**config.mk**
```make
export PLATFORM = sky130hd
export DESIGN_NAME = stream_dmux_n_flat
export DESIGN_NICKNAME = d
export VERILOG_FILES = /design/src/rtl/stream_dmux_n_if.sv /design/src/rtl/stream_dmux_n.sv /design/src/flat_wrapper.sv
export SDC_FILE = /design/constraint.sdc
export NUM_CORES = 1
export LEC_CHECK = 0
export BUFFER_PORTS_ARGS = -buffer_cell sky130_fd_sc_hd__buf_2
export CAP_MARGIN = 0
export CORE_AREA = 2 2 80 59
export DETAILED_ROUTE_END_ITERATION = 8
export DIE_AREA = 0 0 82 61
export PLACE_DENSITY = 0.74
export SLEW_MARGIN = 20
export SYNTH_ARGS = -nofsm -noshare
export SYNTH_HDL_FRONTEND = slang
export SYNTH_SLANG_ARGS = --single-unit
```
**constraint.sdc**
```tcl
create_clock -name clk -period 1.65 [get_ports clk]
set_input_delay 0.0825 -clock clk [delete_from_list [all_inputs] [get_ports clk]]
set_output_delay 0.0825 -clock clk [all_outputs]
set_load 0.02 [all_outputs]
```
**src/rtl/stream_dmux_n_if.sv**
```systemverilog
`default_nettype none
// ============================================================================
//  Module   : stream_dmux_n_if
//  Purpose  : Input stream and per-channel output bundle for stream_dmux_n.
//  Revision : 1.0 - initial release
// ============================================================================
interface stream_dmux_n_if #(
    parameter int DW  = 8,
    parameter int NCH = 4,
    parameter int SW  = 2
) ();
    logic              in_valid;
    logic              in_ready;
    logic [DW-1:0]     in_data;
    logic [SW-1:0]     in_sel;
    logic              in_last;
    logic [NCH-1:0]    out_valid;
    logic [NCH-1:0]    out_ready;
    logic [NCH*DW-1:0] out_data;
    logic [NCH-1:0]    out_last;
    logic              busy;

    // Demux side: consumes the input stream, sources the channel streams.
    modport slave (
        input  in_valid, in_data, in_sel, in_last, out_ready,
        output in_ready, out_valid, out_data, out_last, busy
    );

    // Environment side: packet source plus channel sinks.
    modport master (
        output in_valid, in_data, in_sel, in_last, out_ready,
        input  in_ready, out_valid, out_data, out_last, busy
    );
endinterface
`default_nettype wire

```
**src/rtl/stream_dmux_n.sv**
```systemverilog
`default_nettype none
// ============================================================================
//  Module   : stream_dmux_n
//  Purpose  : Packet-aware 1-to-NCH stream demux with a one-entry register
//             per output channel. Optional macro STREAM_DMUX_DROP_CNT_EN adds
//             a saturating count of discarded beats on drop_cnt.
//  Revision : 1.0 - initial release
// ============================================================================
module stream_dmux_n #(
    parameter int DW  = 8,
    parameter int NCH = 4,
    parameter int SW  = 2
) (
    input  wire logic          clk,
    input  wire logic          rst_n,
    stream_dmux_n_if.slave     bus
`ifdef STREAM_DMUX_DROP_CNT_EN
    ,
    output logic [15:0]        drop_cnt
`endif
);

    localparam logic [1:0] S_IDLE = 2'd0;
    localparam logic [1:0] S_PKT  = 2'd1;
    localparam logic [1:0] S_DROP = 2'd2;

    logic [1:0]        r_state;
    logic [1:0]        w_state_nxt;
    logic [SW-1:0]     r_cur_ch;

    logic [NCH-1:0]    r_out_valid;
    logic [NCH-1:0]    r_out_last;
    logic [NCH*DW-1:0] r_out_data;

    logic [SW-1:0]     w_tgt;
    logic              w_sel_ok;
    logic              w_discard;
    logic              w_busy;
    logic [NCH-1:0]    w_hit;
    logic              w_room;
    logic              w_in_ready;
    logic              w_acc;
    logic [NCH-1:0]    w_load;

    assign w_sel_ok = (32'(bus.in_sel) < NCH);

    // ------------------------------------------------------------------ FSM
    always_ff @(posedge clk or negedge rst_n) begin
        if (!rst_n) begin
            r_state <= S_IDLE;
        end else begin
            r_state <= w_state_nxt;
        end
    end

    always_comb begin
        w_state_nxt = r_state;
        case (r_state)
            S_IDLE: begin
                if (w_acc && !bus.in_last) begin
                    w_state_nxt = w_sel_ok ? S_PKT : S_DROP;
                end
            end
            S_PKT, S_DROP: begin
                if (w_acc && bus.in_last) begin
                    w_state_nxt = S_IDLE;
                end
            end
            default: w_state_nxt = S_IDLE;
        endcase
    end

    always_comb begin
        w_busy    = 1'b1;
        w_tgt     = r_cur_ch;
        w_discard = 1'b0;
        case (r_state)
            S_IDLE: begin
                w_busy    = 1'b0;
                w_tgt     = bus.in_sel;
                w_discard = !w_sel_ok;
            end
            S_PKT:  w_discard = 1'b0;
            S_DROP: w_discard = 1'b1;
            default: begin
                w_busy    = 1'b0;
                w_discard = 1'b0;
            end
        endcase
    end

    // ------------------------------------------------------- routing / ready
    // An out-of-range select yields an all-zero hit vector, so no channel loads.
    always_comb begin
        w_hit = '0;
        for (int c = 0; c < NCH; c++) begin
            w_hit[c] = (w_tgt == SW'(c));
        end
    end

    // A full register that drains this cycle can accept a new beat at once.
    assign w_room     = |(w_hit & (~r_out_valid | bus.out_ready));
    assign w_in_ready = w_discard | w_room;
    assign w_acc      = bus.in_valid & w_in_ready;
    assign w_load     = w_hit & {NCH{w_acc & ~w_discard}};

    always_ff @(posedge clk or negedge rst_n) begin
        if (!rst_n) begin
            r_cur_ch <= '0;
        end else if (r_state == S_IDLE && w_acc && w_sel_ok) begin
            r_cur_ch <= bus.in_sel;
        end
    end

    // ------------------------------------------------------ output registers
    always_ff @(posedge clk or negedge rst_n) begin
        if (!rst_n) begin
            r_out_valid <= '0;
            r_out_last  <= '0;
            r_out_data  <= '0;
        end else begin
            for (int c = 0; c < NCH; c++) begin
                if (w_load[c]) begin
                    r_out_valid[c]          <= 1'b1;
                    r_out_last[c]           <= bus.in_last;
                    r_out_data[c*DW +: DW]  <= bus.in_data;
                end else if (r_out_valid[c] && bus.out_ready[c]) begin
                    r_out_valid[c]          <= 1'b0;
                end
            end
        end
    end

`ifdef STREAM_DMUX_DROP_CNT_EN
    logic [15:0] r_drop_cnt;

    always_ff @(posedge clk or negedge rst_n) begin
        if (!rst_n) begin
            r_drop_cnt <= '0;
        end else if (w_acc && w_discard && r_drop_cnt != 16'hFFFF) begin
            r_drop_cnt <= r_drop_cnt + 16'd1;
        end
    end

    assign drop_cnt = r_drop_cnt;
`endif

    assign bus.in_ready  = w_in_ready;
    assign bus.out_valid = r_out_valid;
    assign bus.out_last  = r_out_last;
    assign bus.out_data  = r_out_data;
    assign bus.busy      = w_busy;

endmodule
`default_nettype wire

```
**src/flat_wrapper.sv**
```systemverilog
// flat-port wrapper written by rule: the top's interface ports become plain ports
module stream_dmux_n_flat 
#(
    parameter int DW  = 8,
    parameter int NCH = 4,
    parameter int SW  = 2
)
  (clk, rst_n, bus_in_valid, bus_in_data, bus_in_sel, bus_in_last, bus_out_ready, bus_in_ready, bus_out_valid, bus_out_data, bus_out_last, bus_busy);
  stream_dmux_n_if #(.DW(DW), .NCH(NCH), .SW(SW)) bus_i ();
  input  wire logic clk;
  input  wire logic rst_n;
  input wire logic [$bits(bus_i.in_valid)-1:0] bus_in_valid;
  input wire logic [$bits(bus_i.in_data)-1:0] bus_in_data;
  input wire logic [$bits(bus_i.in_sel)-1:0] bus_in_sel;
  input wire logic [$bits(bus_i.in_last)-1:0] bus_in_last;
  input wire logic [$bits(bus_i.out_ready)-1:0] bus_out_ready;
  output wire logic [$bits(bus_i.in_ready)-1:0] bus_in_ready;
  output wire logic [$bits(bus_i.out_valid)-1:0] bus_out_valid;
  output wire logic [$bits(bus_i.out_data)-1:0] bus_out_data;
  output wire logic [$bits(bus_i.out_last)-1:0] bus_out_last;
  output wire logic [$bits(bus_i.busy)-1:0] bus_busy;
  assign bus_i.in_valid = bus_in_valid;
  assign bus_i.in_data = bus_in_data;
  assign bus_i.in_sel = bus_in_sel;
  assign bus_i.in_last = bus_in_last;
  assign bus_i.out_ready = bus_out_ready;
  assign bus_in_ready = bus_i.in_ready;
  assign bus_out_valid = bus_i.out_valid;
  assign bus_out_data = bus_i.out_data;
  assign bus_out_last = bus_i.out_last;
  assign bus_busy = bus_i.busy;
  stream_dmux_n #(.DW(DW), .NCH(NCH), .SW(SW)) u_core (.clk(clk), .rst_n(rst_n), .bus(bus_i));
endmodule
```
== Yosys cells after proc, flatten, opt, wreduce, memory -nomap -nowiden ==
Index checks and enable logic that the tools add are counted.
Cells by class
  shift-type cells: 0
  order comparisons: 0
  add/subtract/negate cells: 0
  reductions and logical operators: 17
  $mul: 0
  bitwise gates (word level): 8
  div/mod/pow operators: 0
  multiplexer cells: 14
  equal/unequal tests: 7
Operators with widths (count)
  1-bit two-way mux: 10
  4-bit AND: 2
  2-bit nonzero test: 4
  1-bit logical AND: 7
  2-bit equality test, second input constant: 3
  2-bit two-way mux: 3
  2-bit by 1-bit equality test with 1-bit output, second input constant: 2
  2-bit logical NOT: 2
  2-bit by 1-bit != test with 1-bit output, second input constant: 2
  4-bit NOT: 1
  4-bit OR: 1
  2-bit case mux with 2 select lines: 1
  4-bit OR reduction: 1
  1-bit AND: 2
  2-bit AND reduction: 1
  2-bit OR reduction: 1
  1-bit logical NOT: 1
  1-bit NOT: 1
  1-bit OR: 1
Word-level totals
  logic and storage cells: 60
  flip-flop bits (word level): 44
  bits of input ports: 18
  bits in read-only memories: 0
  output and inout port bits: 42
  memory bits (writable): 0
  memories: 0
  bits in latches: 0

== Depth between registers and ports, before layout ==
Gate-level depths: netlist of the first run.
  word-level depth: 10
  mapped depth: 4

== Least setup slack after synthesis of the first run ==
Ideal clock, no wire load.
  kind: reg-to-reg
  from: register u_core.r_state[0]
  to: register u_core.r_out_data[16], in the netlist u_core.bus.out_data[16]
  slack: -0.245 ns
  arrival time: 1.770 ns
  clock period less this slack: 1.895 ns
  cell stages (with the launch flop): 5
  data required time: 1.525 ns
  path through: dfrtp_1 > nor3b_1 > o21ai_1 > a41oi_4 > mux2_2
Between the ends
  cells in the longest elaborated chain, start to end: 9
Ends and longest elaborated chain
  start, declared: RTL line stream_dmux_n.sv:27  | logic [1:0] r_state;
  start signal, assigned: RTL line stream_dmux_n.sv:52  | r_state <= w_state_nxt;
  2-bit logical NOT: RTL line stream_dmux_n.sv:77  | case (r_state)
  2-bit two-way mux: RTL line stream_dmux_n.sv:77
  2-bit by 1-bit equality test with 1-bit output (tied with other cells): RTL line stream_dmux_n.sv:97  | w_hit[c] = (w_tgt == SW'(c));
  4-bit AND: RTL line stream_dmux_n.sv:102  | assign w_room = |(w_hit & (~r_out_valid | bus.out_ready));
  4-bit OR reduction: RTL line stream_dmux_n.sv:102
  1-bit OR: RTL line stream_dmux_n.sv:103  | assign w_in_ready = w_discard | w_room;
  1-bit AND: RTL line stream_dmux_n.sv:104  | assign w_acc = bus.in_valid & w_in_ready;
  1-bit AND: RTL line stream_dmux_n.sv:105  | assign w_load = w_hit & {NCH{w_acc & ~w_discard}};
  4-bit AND (*): RTL line stream_dmux_n.sv:105
  end signal, assigned by index: RTL line stream_dmux_n.sv:126  | r_out_data[c*DW +: DW] <= bus.in_data;
  end, declared: RTL line stream_dmux_n.sv:33  | logic [NCH*DW-1:0] r_out_data;
Every way passes the cells marked *; elsewhere a longest branch is shown, timed or not.
A chain may end at the register's enable or synchronous reset.

== Worst setup path after layout of the first run ==
  from: register u_core.r_state[0]
  to: register u_core.r_out_data[19], in the netlist u_core.bus.out_data[19]
The elaborated chain is that of the path after synthesis.

==> flow_summary.ini, run 1 <==
[critical_path]
crit_chain = nor3_2 -> o21ai_2 -> buf_12 -> a41oi_4 -> buf_12 -> mux2_2
crit_top_cell = buf_12
crit_required_ps = 1820
worst-setup-path-type = flip-flop to flip-flop
cp.arrival_ps = 2050
critPathMaxFanout = 9
path_buf_inv = 2
critPathLaunch = u_core.r_state[0]$_DFFE_PN0P_
slowest_delay_ps = 490
critPathSlowestCell = dfrtp_2
critPathLaunchType = flip-flop
cp-end-kind = flip-flop
r2r_start = u_core.r_state[0]$_DFFE_PN0P_
cpLargestDelayFamily = flip-flops

[timing]
final-hold-violation-count = 0
period_share_pct = 114
worstMarginPinSlew_ps = 798
relSlewSlack_pct = 46.8
fmax_mhz = 534
tns_ps = -7490
fin_ws_ps = -223
post-route-min-period_ps = 1870
rsz0062_at_grt = true
slew_viol_final = 0
finClkSkew_ps = 7.74
fin_hold_ws_ps = 39.7
setup_viol_count_final = 39

[logic_synthesis]
syn_nets = 134
ys.warnings.count = 0
syn_inst = 116
avgSynthCellArea_sq_um = 16.0
ys_ff_latch = 43
syn_area_sq_mm = 0.00186
synth-seq-area-share_pct = 57.9
synth.distinct_cells = 20

[cells_and_area]
multiInputGateArea_sq_um = 803
register_area_sq_mm = 0.00108
num_antenna_cells = 0
fin_area_sq_mm = 0.00263
n_fill_cell = 311
final_util_pct = 62.5
final_cell_mix = buf_2 (59), dfrtp_1 (42), mux2_2 (38), buf_4 (15), clkbuf_8 (7)
area_growth_pct = 41.3
drive_gt1_share_pct = 71.6
final_common_cell = buf_2
final_cells = 263
fin_nets = 225

[place]
dp.cells = 244
dp_hpwl_mm = 3.03
place_area_sq_mm = 0.00240
port_buffers = 59
gp_congestion = 0.873
place_ws_ps = -187

[pwr]
power_frac_clock_pct = 12.7
p_int_mw = 3.40
power_mw = 5.69
sw_frac_of_total_pct = 40.3
seqPwrFrac_pct = 33.6
combPwrFrac_pct = 53.6
power-per-cell-area_mw_per_mm2 = 2160
peakVddDrop_v = 0.000942
cellLeakagePower_nw = 1.21
p_switching_mw = 2.29

[floorplan]
coreArea_sq_mm = 0.00420
pin_count = 60
dieArea_sq_mm = 0.00500
die_y_microns = 61
die_w_microns = 82
rows = 20
initial_utilization_pct = 44.2

[clock_network]
cts_root_buffer = clkbuf_8
insertion_delay_ps = 290
clock_path_buffers = 2
clock_sinks = 43
h-tree-depth = 2
cts_buffers = 5
clk_pin_slew_ps = 80
tritoncts = yes

[route]
wl_per_cell_microns = 17.0
drc_errors = 0
avgViaCountPerCell = 5.17
drt_first_pass_iters = 6
ant_nets = 0
routed_wl_mm = 4.47
drtIter0Drc = 48
vias = 1359

[hold_path]
hold_start = bus_out_ready[1]
hold_class = primary input to flip-flop

[outcome]
status = complete, but fails checks
violations = negative setup slack

[grt]
grt_start_max_net_pins = 38
antenna_found_initial = 0
grt_pass1_wl_mm = 6.56
grt_pass1_vias = 1377
grt_util_all_layers_pct = 18.0
grt_overflow = 0

[run]
drv_cap = 0
state kept, by name, summed over array words and instances (netlist names):
name,flops
u_core.r_cur_ch,2
u_core.bus.out_data,32
u_core.bus.out_valid,4
u_core.r_state,1
u_core.bus.out_last,4
cell type report:
class / instances / share of cell area (%)
tap: 55 / 2.62
multi-input combinational: 70 / 30.6
timing repair buffer: 84 / 21.4
inverter: 3 / 0.429
clock buffer: 7 / 3.67
clock inverter: 1 / 0.286
sequential: 43 / 41.0
worst reg2reg max path, cell delays in order, from the launching register on:
cell     delay [ps]
dfrtp_2         490
nor3_2          260
o21ai_2         110
buf_12          150
a41oi_4         240
buf_12          170
mux2_2          340
power groups by stage:
stage	logic, mW	clock network, mW	registers [mW]
floorplan	1.11	0	2.51
detailed placement	2.81	0	1.93
global route	3.25	0.788	1.98
CTS	2.93	0.737	1.91
global placement	2.74	0	1.88
finish	3.05	0.723	1.91
final timing paths:
kind | depth (start not counted) | to | slack, ps
worst max-delay path | 6 | u_core.bus.out_data[19]$_DFFE_PN0P_ | -220
worst min-delay path | 2 | u_core.bus.out_valid[1]$_DFFE_PN0P_ | 40
worst max register to register | 6 | u_core.bus.out_data[19]$_DFFE_PN0P_ | -220
worst min register to register | 1 | u_core.bus.out_data[18]$_DFFE_PN0P_ | 510
max in group asynchronous | 3 | u_core.bus.out_data[2]$_DFFE_PN0P_ | 650
min in group asynchronous | 2 | u_core.bus.out_valid[1]$_DFFE_PN0P_ | 430
synth_stat cells (all sizes together):
cell,count,share of area (%)
a41oi,6,6.9
and3,1,0.40
and3b,3,1.5
dfrtp,43,58
inv,3,0.61
mux2,38,23
mux2i,1,0.54
nand2,4,0.81
nand4,1,0.34
nor3,1,0.27
nor3b,3,1.7
o21ai,8,3.6
o22ai,1,1.1
or2b,3,1.4
what timing repair did:
action	in CTS	in global routing
buffers inserted	6	4
pin swaps	2	3
hold buffers	1	0
gates cloned	0	0
gates resized for setup	3	6
hold endpoints to repair	35	0
endpoints found under the setup margin	40	40
kinds of logic after synthesis:
kind of cell / after synthesis / share of synthesized area [%]
buffers and inverters: 3 / 0.606
and+or+nand+nor: 16 / 6.46
DFF: 43 / 57.9
AOI/OAI and AO/OA: 15 / 11.5
muxes: 39 / 23.6
metal layers:
layer  up-vias  global-route usage (%)  share of wire (%)
li1        617                       -                  -
met2        42                    30.0                 51
met3         8                    4.17                4.9
met4         0                    6.67                1.7
met1       692                    23.2                 43
met5         -                       0                  0
Power figures use the tool's default switching activity.
==> run 2, diff against run 1 <==
- CORE_AREA: 2 2 80 59 -> 2 2 85 63
- DIE_AREA: 0 0 82 61 -> 0 0 87 65
- PLACE_DENSITY: 0.74 -> 0.66
==> run 2 against run 1 <==
Compared with the run above:
- the run still ends with negative setup slack left
- highest routed layer unchanged
- critical path depth is 1 lower
- largest cell class unchanged
- global-route usage shrank 1.3 points
- fmax increased by 1.6%
- count of clock-buffer cells in the layout down 1
- sequential share of layout area up 0.67 points
==> flow_summary.ini, run 2 (same netlist as run 1, synthesis figures left out) <==
[outcome]
status = complete, but fails checks
violations = negative setup slack

[route]
drc_errors = 0
avgViaCountPerCell = 4.80
drt_first_pass_iters = 4
wl_per_cell_microns = 16.2
routed_wl_mm = 4.22
drtIter0Drc = 62
ant_nets = 0
vias = 1252

[critical_path]
crit_required_ps = 1830
critPathMaxFanout = 9
cp-end-kind = flip-flop
r2r_start = u_core.r_state[0]$_DFFE_PN0P_
path_buf_inv = 1
worst-setup-path-type = flip-flop to flip-flop
cpLargestDelayFamily = flip-flops
r2r.worst_path.cells = 5
slowest_delay_ps = 470
cp.arrival_ps = 2020
critPathSlowestCell = dfrtp_2
critPathLaunch = u_core.r_state[0]$_DFFE_PN0P_
crit_chain = nor3b_2 -> o22ai_4 -> a41oi_4 -> buf_12 -> mux2_2
r2r_end = u_core.bus.out_data[6]$_DFFE_PN0P_
r2r_slack_ps = -190
critPathLaunchType = flip-flop

[run]
drv_cap = 0

[floorplan]
die_y_microns = 65
coreArea_sq_mm = 0.00493
rows = 22
die_w_microns = 87
dieArea_sq_mm = 0.00566
pin_count = 60
initial_utilization_pct = 37.7

[grt]
grt_start_max_net_pins = 24
grt_overflow = 0
grt_util_all_layers_pct = 16.7
grt_pass1_vias = 1397
grt_pass1_wl_mm = 7.12
antenna_found_initial = 0

[pwr]
cellLeakagePower_nw = 1.19
peakVddDrop_v = 0.00108
power_mw = 5.72
power-per-cell-area_mw_per_mm2 = 2210

[timing]
setup_viol_count_final = 40
worstMarginPinSlew_ps = 448
rsz0062_at_grt = true
final-hold-violation-count = 0
relSlewSlack_pct = 69.8
fin_hold_ws_ps = 24.2
finClkSkew_ps = 3.01
period_share_pct = 112
slew_viol_final = 0
fmax_mhz = 543
tns_ps = -6530
fin_ws_ps = -193
post-route-min-period_ps = 1840

[cells_and_area]
final_common_cell = buf_2
drive_gt1_share_pct = 69.7
area_growth_pct = 39.0
fin_area_sq_mm = 0.00258
final_cell_mix = buf_2 (59), dfrtp_1 (42), mux2_2 (38), buf_4 (11)
fin_nets = 218
largest_reg_flops = 32
num_antenna_cells = 0
final_util_pct = 52.5
n_fill_cell = 408
final_cells = 261

[clock_network]
clock_sinks = 43
cts_buffers = 5
insertion_delay_ps = 290
clk_pin_slew_ps = 80
h-tree-depth = 2
clock_path_buffers = 2
tritoncts = yes
cts_root_buffer = clkbuf_8

[place]
dp_hpwl_mm = 3.18
port_buffers = 59
place_ws_ps = -181
dp.cells = 251
gp_congestion = 0.794
place_area_sq_mm = 0.00241

[hold_path]
hold_start = bus_in_last
whs_path_depth = 2
holdPathEnd = u_core.r_state[0]$_DFFE_PN0P_
hold_class = primary input to flip-flop
## run 2: cell types whose count changed in the layout (fill, tap and decap cells not counted)
cell,change
clkbuf_8,-2
nor3b_2,+2
buf_4,-4
bufinv_16,+2
nor3b_4,-2
and3b_2,-1
clkinvlp_4,-1
buf_6,-3
clkbuf_1,+1
and3b_1,+1
## run 2: worst max-delay path by stage
| stage | end | slack (ps) | depth (start not counted) |
|---|---|---|---|
| 4_1_cts | u_core.bus.out_data[6]$_DFFE_PN0P_ | -200 | 5 |
| 3_3_place_gp | u_core.bus.out_data[3]$_DFFE_PN0P_ | -160 | 6 |
| 2_1_floorplan | u_core.bus.out_data[0]$_DFFE_PN0P_ | -130 | 4 |
| 3_5_place_dp | u_core.bus.out_data[29]$_DFFE_PN0P_ | -180 | 6 |
| 6_report | u_core.bus.out_data[6]$_DFFE_PN0P_ | -190 | 5 |
| 5_1_grt | u_core.bus.out_data[6]$_DFFE_PN0P_ | -270 | 6 |
## run 2: layout make-up
| class | instances | area [sq um] | share of cell area (%) |
|---|---|---|---|
| Clock buffer | 6 | 72.6 | 2.81 |
| Clock inverter | 2 | 60.1 | 2.32 |
| Inverter | 3 | 11.3 | 0.436 |
| Multi-Input combinational cell | 70 | 790 | 30.5 |
| Sequential cell | 43 | 1080 | 41.7 |
| Tap cell | 60 | 75.1 | 2.90 |
| Timing Repair Buffer | 77 | 499 | 19.3 |
## run 2: power by group
group / switching, mW / internal [mW]
Sequential: 0.306 / 1.59
Combinational: 1.55 / 1.31
Clock: 0.357 / 0.605
## run 2: worst reg2reg max path: cells and delay by family, from the launching register on
kind	cells	cell delay, ps
muxes	1	340
buffers and inverters	1	160
AOI/OAI and AO/OA	2	460
DFF	1	470
and+or+nand+nor	1	300
## run 2: timing repair
item / in CTS / in global routing
setup buffers: 0 / 1
cloned: 0 / 0
setup endpoints to repair: 40 / 40
gates resized for setup: 0 / 3
hold buffers: 1 / 0
pin swaps: 1 / 0
endpoints found under the hold margin: 43 / 0
## run 2: per-layer routing
metal	GRT usage (%)	vias up	routed length [microns]
met5	0	-	0
met4	4.88	0	40
met3	5.61	5	171
met2	27.3	32	2140
met1	20.9	618	1870
li1	-	597	-
==> run 3, diff against run 2 <==
- ABC_AREA: default -> 1
- CORE_AREA: 2 2 85 63 -> 2 2 87 64
- DIE_AREA: 0 0 87 65 -> 0 0 89 66
==> run 3 against run 2 <==
Compared with the run above:
- the run now ends clean
- sequential share of layout area is 0.60 points lower
- final cell count is 39% higher
- synthesized cell count grew 86%
- final area is 1.5% higher
- area after synthesis grew 5.6%
- clock power shrank 13%
- wire length up 25%
- register-to-register slack improved by 270 ps
- critical path depth rose by 3
- critical path type is now flip-flop to primary output
- critical endpoint is now bus_in_ready
- largest power group unchanged
==> flow_summary.ini, run 3 <==
[critical_path]
critPathMaxFanout = 7
slowest_delay_ps = 450
crit_required_ps = 1570
critPathLaunchType = flip-flop
path_buf_inv = 3
crit_chain = inv_4 -> nand2_2 -> nand2_2 -> nand3_1 -> nand2_1 -> inv_2 -> nand2_8 -> buf_6
cp.arrival_ps = 1520
cpLargestDelayFamily = simple AND/OR/NAND/NOR gates
crit_top_cell = nand2_2
worst-setup-path-type = flip-flop to primary output
cp-end-kind = primary output
critPathSlowestCell = dfrtp_2

[pwr]
peakVddDrop_v = 0.000846
power-per-cell-area_mw_per_mm2 = 2320
cellLeakagePower_nw = 1.45

[cells_and_area]
register_area_sq_mm = 0.00108
fin_area_sq_mm = 0.00262
final_cell_mix = nand2_1 (90), buf_2 (58), dfrtp_1 (42), nand4_1 (38), buf_4 (12)
n_fill_cell = 486
largest_reg_flops = 32
final_util_pct = 51.8
drive_gt1_share_pct = 37.7
fin_nets = 309
final_common_cell = nand2_1
num_antenna_cells = 0
multiInputGateArea_sq_um = 810
area_growth_pct = 33.6

[grt]
grt_start_max_net_pins = 24
grt_util_all_layers_pct = 18.3
antenna_found_initial = 0
grt_overflow = 0
grt_pass1_vias = 1536
grt_pass1_wl_mm = 8.04

[route]
drtIter0Drc = 159
drc_errors = 0
avgViaCountPerCell = 4.83
routed_wl_mm = 5.27
wl_per_cell_microns = 14.5
drt_first_pass_iters = 4
ant_nets = 0
vias = 1757

[logic_synthesis]
synthTopCellsByCount = nand2_1 (93), dfrtp_1 (43), nand4_1 (38)
synth-edff-count = 0
synth.distinct_cells = 16
ys.warnings.count = 0
synth_most_common_cell = nand2_1
synth_area_leader_cell = dfrtp_1
yosys.area.top_type_share_pct = 54.8
ys_ff_latch = 43
ys.flop_type = dfrtp_1
syn_nets = 234
synthArstFlopShare_pct = 100
syn_inst = 216
synth-seq-area-share_pct = 54.8
avgSynthCellArea_sq_um = 9.09
syn_area_sq_mm = 0.00196
synth_area_leaders = dfrtp_1 (55%), nand2_1 (18%), nand4_1 (12%)

[place]
dp_hpwl_mm = 3.66
port_buffers = 59
gp_congestion = 0.812
place_area_sq_mm = 0.00239

[timing]
slew_viol_final = 0
relSlewSlack_pct = 62.6
final-hold-violation-count = 0
setup_viol_count_final = 0
period_share_pct = 96.8
worstMarginPinSlew_ps = 561
post-route-min-period_ps = 1600
fmax_mhz = 626
finClkSkew_ps = 9.87

[floorplan]
initial_utilization_pct = 38.8
dieArea_sq_mm = 0.00587
die_w_microns = 89
pin_count = 60
die_y_microns = 66
coreArea_sq_mm = 0.00506
rows = 22

[clock_network]
h-tree-depth = 2
cts_buffers = 5
clock_sinks = 43
cts_root_buffer = clkbuf_8
insertion_delay_ps = 300
clk_pin_slew_ps = 80
tritoncts = yes
clock_path_buffers = 2

[outcome]
status = completed

[run]
drv_cap = 0

[hold_path]
hold_class = primary input to flip-flop
==> run 3: changes by cell type in the layout (fill, tap and decap cells not counted), moves of 3 or more <==
| cell | before | now |
|---|---|---|
| nand2_2 | 0 | 9 |
| nor3b_2 | 3 | 0 |
| or2b_2 | 3 | 0 |
| nand2_1 | 4 | 90 |
| inv_1 | 3 | 8 |
| nand4_1 | 1 | 38 |
| nand3_2 | 0 | 3 |
| nand3_4 | 0 | 4 |
| nor2_2 | 0 | 4 |
| a41oi_4 | 4 | 0 |
| mux2_2 | 38 | 0 |
==> run 3: layout make-up <==
type                            count  share of cell area [%]
Clock inverter                      2                    1.34
Sequential cell                    43                    41.1
Inverter                           11                    1.77
Timing Repair Buffer               76                    18.4
Tap cell                           72                    3.44
Multi-Input combinational cell    154                    30.9
Clock buffer                        6                    3.15
==> run 3: worst paths after layout <==
| path | from | end | slack, ps | cells past startpoint |
|---|---|---|---|---|
| worst max-delay path | u_core.r_state[0]$_DFFE_PN0P_ | bus_in_ready | 50 | 8 |
| worst min-delay path | bus_out_ready[2] | u_core.bus.out_valid[2]$_DFFE_PN0P_ | 60 | 4 |
| worst max register to register | u_core.r_state[0]$_DFFE_PN0P_ | u_core.bus.out_data[15]$_DFFE_PN0P_ | 80 | 11 |
| worst min register to register | u_core.bus.out_last[0]$_DFFE_PN0P_ | u_core.bus.out_last[0]$_DFFE_PN0P_ | 470 | 2 |
| max in group asynchronous | rst_n | u_core.r_state[0]$_DFFE_PN0P_ | 800 | 3 |
| min in group asynchronous | rst_n | u_core.bus.out_data[16]$_DFFE_PN0P_ | 290 | 2 |
==> run 3: timing repair <==
item,4_1_cts,5_1_grt
buffers inserted,1,6
cloned,0,1
endpoints found under the setup margin,1,37
hold buffers,1,0
hold endpoints to repair,21,0
gates resized for setup,2,8
pin swaps,1,5
==> run 3: tightest hold or removal path, delay by kind of cell <==
kind | cells | cell delay (ps)
simple gates | 2 | 140
buf+inv | 2 | 100
==> run 3: routing by layer <==
metal | vias up | share of wire [%] | track usage (%)
li1 | 874 | - | -
met1 | 800 | 48 | 28.9
met2 | 76 | 42 | 23.5
met3 | 7 | 9.0 | 5.12
met4 | 0 | 1.1 | 5.78
met5 | - | 0 | 0
==> run 3: kinds of logic after synthesis <==
logic type / synth area share [%]
and+or+nand+nor: 39.5
DFF: 54.8
buffers and inverters: 5.42
AOI/OAI and AO/OA: 0.255
==> run 3: through the flow <==
| stage | instances | hold slack [ps] | TNS, ps | power [mW] | worst slack [ps] |
|---|---|---|---|---|---|
| 5_1_grt | 364 | 87.3 | -6.64 | 6.53 | -6.64 |
| 2_1_floorplan | 216 | -213 | 0 | 3.91 | 118 |
| 4_1_cts | 357 | 40.3 | 0 | 5.78 | 1.14 |
| 3_3_place_gp | 347 | 86.1 | 0 | 4.85 | 113 |
| 3_5_place_dp | 347 | 88.6 | 0 | 4.88 | 60.9 |
| 6_report | 364 | 63.6 | 0 | 6.09 | 52.3 |
==> run 3: power breakdown <==
group / leakage [nW] / switching, mW / total, mW / internal [mW]
sequential: 0.543 / 0.275 / 1.81 / 1.54
clock: 0.0612 / 0.348 / 0.838 / 0.490
combinational: 0.848 / 2.16 / 3.44 / 1.29
